File: src/rtl/io_cond_pkg.sv
// rtl/io_cond_pkg.sv - shared defaults and debounce state type for io_input_cond
package io_cond_pkg;

  localparam int SW_W_DEF         = 32;
  localparam int BTN_W_DEF        = 4;
  localparam int SYNC_STAGES_DEF  = 2;
  localparam int TICK_CYCLES_DEF  = 50000;
  localparam int STABLE_TICKS_DEF = 10;

  localparam int TICK_CNT_W = $clog2(TICK_CYCLES_DEF);

  typedef struct packed {
    logic       stable;
    logic [3:0] cnt;
  } debounce_state_t;

endpackage

File: src/rtl/io_debounce_cell.sv
// rtl/io_debounce_cell.sv - one input: synchroniser, tick-counted debounce, stable flop
module io_debounce_cell
  import io_cond_pkg::*;
#(
  parameter int SYNC_STAGES  = SYNC_STAGES_DEF,
  parameter int STABLE_TICKS = STABLE_TICKS_DEF
) (
  input  logic i_clk,
  input  logic i_rst,
  input  logic i_raw,
  input  logic i_tick,
  output logic o_stable
);

  logic [SYNC_STAGES-1:0] sync_q;
  logic                   synced;
  debounce_state_t        st;

  always_ff @(posedge i_clk or posedge i_rst) begin
    if (i_rst) sync_q <= '0;
    else       sync_q <= {sync_q[SYNC_STAGES-2:0], i_raw};
  end

  assign synced = sync_q[SYNC_STAGES-1];

  // Any matching sample discards accumulated progress, so short bounce never lands.
  always_ff @(posedge i_clk or posedge i_rst) begin
    if (i_rst) begin
      st <= '0;
    end else if (synced == st.stable) begin
      st.cnt <= '0;
    end else if (i_tick) begin
      if (st.cnt == 4'(STABLE_TICKS - 1)) begin
        st.stable <= synced;
        st.cnt    <= '0;
      end else begin
        st.cnt <= st.cnt + 4'd1;
      end
    end
  end

  assign o_stable = st.stable;

endmodule

File: src/rtl/io_input_cond.sv
// rtl/io_input_cond.sv - switch/button conditioning for LSU MMIO; events gated by IO_COND_EVENT_EN
module io_input_cond
  import io_cond_pkg::*;
#(
  parameter int SW_W         = SW_W_DEF,
  parameter int BTN_W        = BTN_W_DEF,
  parameter int SYNC_STAGES  = SYNC_STAGES_DEF,
  parameter int TICK_CYCLES  = TICK_CYCLES_DEF,
  parameter int STABLE_TICKS = STABLE_TICKS_DEF
) (
  input  logic             i_clk,
  input  logic             i_rst,
  input  logic [SW_W-1:0]  i_sw_raw,
  input  logic [BTN_W-1:0] i_btn_raw,
  output logic [SW_W-1:0]  o_io_sw,
  output logic [BTN_W-1:0] o_io_btn,
  output logic [BTN_W-1:0] o_btn_press,
  output logic             o_sw_chg
);

  localparam int CELLS = SW_W + BTN_W;
  localparam int CW    = (TICK_CYCLES == TICK_CYCLES_DEF) ? TICK_CNT_W : $clog2(TICK_CYCLES);

  if (SYNC_STAGES < 2) begin : g_bad_sync
    $error("io_input_cond: SYNC_STAGES must be >= 2");
  end
  if (TICK_CYCLES < 2) begin : g_bad_tick
    $error("io_input_cond: TICK_CYCLES must be >= 2");
  end
  if (STABLE_TICKS < 1 || STABLE_TICKS > 15) begin : g_bad_stable
    $error("io_input_cond: STABLE_TICKS must be in 1..15");
  end

  logic [CW-1:0]    presc;
  logic             tick;
  logic [CELLS-1:0] raw;
  logic [CELLS-1:0] stable;

  assign tick = (presc == CW'(TICK_CYCLES - 1));

  always_ff @(posedge i_clk or posedge i_rst) begin
    if (i_rst)     presc <= '0;
    else if (tick) presc <= '0;
    else           presc <= presc + CW'(1);
  end

  // Buttons are active-low on the board; flip them once so every cell is active-high.
  assign raw = {~i_btn_raw, i_sw_raw};

  for (genvar g = 0; g < CELLS; g++) begin : g_cell
    io_debounce_cell #(
      .SYNC_STAGES (SYNC_STAGES),
      .STABLE_TICKS(STABLE_TICKS)
    ) u_cell (
      .i_clk   (i_clk),
      .i_rst   (i_rst),
      .i_raw   (raw[g]),
      .i_tick  (tick),
      .o_stable(stable[g])
    );
  end

  always_ff @(posedge i_clk or posedge i_rst) begin
    if (i_rst) begin
      o_io_sw  <= '0;
      o_io_btn <= '0;
    end else begin
      o_io_sw  <= stable[SW_W-1:0];
      o_io_btn <= stable[CELLS-1:SW_W];
    end
  end

`ifdef IO_COND_EVENT_EN
  // Outputs still hold the previous level, so the pulse lines up with the new one.
  always_ff @(posedge i_clk or posedge i_rst) begin
    if (i_rst) begin
      o_btn_press <= '0;
      o_sw_chg    <= 1'b0;
    end else begin
      o_btn_press <= stable[CELLS-1:SW_W] & ~o_io_btn;
      o_sw_chg    <= |(stable[SW_W-1:0] ^ o_io_sw);
    end
  end
`else
  assign o_btn_press = '0;
  assign o_sw_chg    = 1'b0;
`endif

endmodule
File: config.mk
export PLATFORM = sky130hd
export DESIGN_NAME = io_input_cond
export DESIGN_NICKNAME = d
export VERILOG_FILES = /design/src/rtl/io_cond_pkg.sv /design/src/rtl/io_debounce_cell.sv /design/src/rtl/io_input_cond.sv
export SDC_FILE = /design/constraint.sdc
export NUM_CORES = 1
export LEC_CHECK = 0
export BUFFER_PORTS_ARGS = -buffer_cell sky130_fd_sc_hd__buf_2
export CORE_AREA = 2 2 169 171
export DETAILED_ROUTE_END_ITERATION = 10
export DIE_AREA = 0 0 171 173
export PLACE_DENSITY = 0.68
export SLEW_MARGIN = 20
export SYNTH_ARGS = -nofsm -noshare
export SYNTH_HDL_FRONTEND = slang
export SYNTH_SLANG_ARGS = --single-unit
File: constraint.sdc
create_clock -name i_clk -period 13.3 [get_ports i_clk]
set_input_delay 3.325 -clock i_clk [delete_from_list [all_inputs] [get_ports i_clk]]
set_output_delay 3.325 -clock i_clk [all_outputs]
set_load 0.01 [all_outputs]
==> impl_results.md <==
* Outcome: finished clean
* Grt ovf at 0
* H-tree Lvls at 2
* Count of final setup violators at 0
* # Post-CTS Setup Buffers at 0
* Multiplexer share of the synthesized area at 0.02988
* Endpoints failing hold at 0
* CTS root buf: clkbuf_16
* Mapped Area at between 0.01 and 0.015 mm2
* Tmin final at around 5100 ps
* Initial core utilization at 0.5046
* Setup Total Neg Slack at 0 ps
* Pwr/cell area at 120.1 mW/mm2
* Yosys top cell by area: dfrtp_1
* HP Class: flop to flop
* First-pass GRT wire length at 45510 um
* Max-capacitance violation count at 0
* Final instance area at around 0.016 mm2
* Placed cell areas at 0.01458 mm2
* EDFF count, synth at 0
* Max-slew violations at 0
* Clock Skew at 17.15 ps
* Tcrit/Tclk final at 0.3842
* Synth Area per Inst at approximately 11 um2
* Leak at ~0.0071 uW
* RSZ-0062 raised after global routing: false
* Sink Count at 304
* Worst Setup Path Type: primary input to asynchronous set/reset pin
* Synthesis-to-layout area growth at 12.56%
* CTS clock-pin slew for the worst setup and hold paths at 50 ps
* Slew @ Worst Pin at 972.3 ps
* Max frequency at 195.7 MHz
* Remaining antenna violation count at 0
* Post-CTS Hold Fix Bufs at 0
* DRT Pass-1 Iters at 5
* Synth area leaders: dfrtp_1, ha_1, or4_1
* Seq/Total Area, Yosys at 0.5456
* Placeable core region at between 0.02 and 0.03 mm2
* Post-Synthesis Cells at 1283
* Initial antenna violation count at 1
* Nets at 1446
* Critical Path AT at 5600 ps
* Num CTS Buffers at 34
* Drt wl/cell at 14.98 um
* Startpoint Class: primary input
* Count of cell types in the netlist at 39
* Critical path cell sequence: buf_2, inv_8, buf_4, buf_4
* Yosys warnings at 0
* Post-Synth Simple-Gate Area at 0.1547
* Buffers on Ports at 73
* Count leader, synth: dfrtp_1
* Worst setup EP type: asynchronous set/reset pin
* CTS tree: done
* Vias at 9825
* Io pins at 79
* Adder and majority gate portion of the synthesized area at 0.06551
* Clock Path Buffers at 3
* Worst Path Max Fanout at 77
* Worst Path Required at roughly 14000 ps
* Routed WL at 26010 um
* Top-area cell type share of the netlist area at 0.5456
* 1st-iter DRT viols at 616
* DRC Markers at 0
* Tot GR Track Use at 0.1826
* Peak supply drop at 0.07270 mV
* Clock latency on the worst-skew pair at 510 ps
* GP Congestion at around 0.76
* Slowest stage cell, crit path: buf_4
* Die area at 0.02958 mm2
* Die H at about 170 um
* Xor/xnor share of the synthesized area at 0.03832
* Max stage delay on crit path at 880 ps
* Main flop type after synthesis: dfrtp_1
* Main combinational cell family by area after synthesis: simple AND/OR/NAND/NOR gates
* Finished Core Util at 0.5680
* Largest net degree at the start of global routing at 128
* Synthesized flop and latch total at roughly 300
* Slew margin rel. at 0.3518
* Post-DR vias/cell at 5.660
* Crit path top cell by count: buf_4
* Post-cts sizing count at 0
* Share of layout cells above drive strength 1 at 0.1437
* Synth Area in Compound Gates at 0.1245
* Vias in the first global route at 9745
* Synth async-reset ratio at 1.000
* Synth cell count leaders: dfrtp_1, nor3_1, o21ai_0, ha_1
* DPL Wire Length at about 15000 um
* Cell Rows at 61
* Die W at 171 um
-- registers in the layout, indices dropped and copies added (netlist names) --
register,flops
o_io_sw,32
o_io_btn,4
g_cell.u_cell.o_stable,36
g_cell.u_cell.st,144
g_cell.u_cell.sync_q,72
presc,16
-- cell type report --
cell class                 count  area (um2)
fill                        2361       11940
sequential                   304        7607
multi-input combinational    845        5804
timing repair buffer          83       464.2
antenna                        1       2.502
tap                          378       473.0
inverter                      67       259.0
clock buffer                  51        1018
clock inverter                 7       63.81
-- worst max-delay path: cells and delay by family --
kind                   cells  cell delay [ps]
buffers and inverters      4             2200
-- placed cells by master (no fill, tap or decap), drive strengths merged --
cell type and count:
ha 73, o22ai 11, nor2 43, nand2 47, o21ai 96, or3 2, nor3 99, clkinv 5
clkbuf 51, conb 5, diode 1, and3 28, xnor2 45, a211oi 1, or4 72, a31o 35
nand4 4, xor2 16, nand3 44, buf 83, o21a 1, nor3b 1, bufinv 1, a21oi 72
and4 1, and3b 24, dfrtp 304, a31oi 47, nor2b 2, inv 68, nor4 4, a311oi 24
and2 11, mux2 37
-- through the flow --
stage,worst slack (ps),power (uW),hold slack [ps],instances
after floorplan,1572,985.6,331.2,1287
after global placement,7455,1000,332.0,1676
after detailed placement,7447,1001,334.7,1676
after CTS,7969,1912,342.6,1734
after global routing,7706,1957,352.8,1735
final,8190,1885,342.4,1736
-- layer usage --
layer	track usage	part of all wire
met1	0.2446	0.47
met2	0.3061	0.47
met3	0.03067	0.038
met4	0.05155	0.016
met5	0	0
-- power by group --
part	total (uW)	internal (uW)	switching [uW]
clock	902	548	354
combinational	41.2	11.2	30.0
sequential	942	936	5.94
total	1890	1500	390
-- worst paths after layout --
| kind | start | end | slack [ps] | cells after the start |
|---|---|---|---|---|
| hold / removal | g_cell[26].u_cell.sync_q[0] | g_cell[26].u_cell.sync_q[1] | 340 | 0 |
| setup reg to reg | presc[12] | g_cell[11].u_cell.st[0] | 9920 | 5 |
| hold reg to reg | g_cell[26].u_cell.sync_q[0] | g_cell[26].u_cell.sync_q[1] | 340 | 0 |
| min in group asynchronous | i_rst | o_io_sw[4] | 2870 | 2 |
| max in group i_clk | o_io_sw[28] | o_io_sw[28] | 8960 | 1 |
| setup / recovery | i_rst | g_cell[15].u_cell.sync_q[1] | 8190 | 4 |
-- logic make-up (layout without fill, tap and decap cells) --
family | Yosys count | count (layout)
adders and majority gates | 73 | 73
DFF | 304 | 304
xor gates and xnor gates | 61 | 61
muxes | 37 | 37
buffers and inverters | 138 | 208
and+or+nand+nor | 382 | 382
other | 1 | 6
AOI/OAI and AO/OA | 287 | 287
Power figures use the tool's default switching activity.
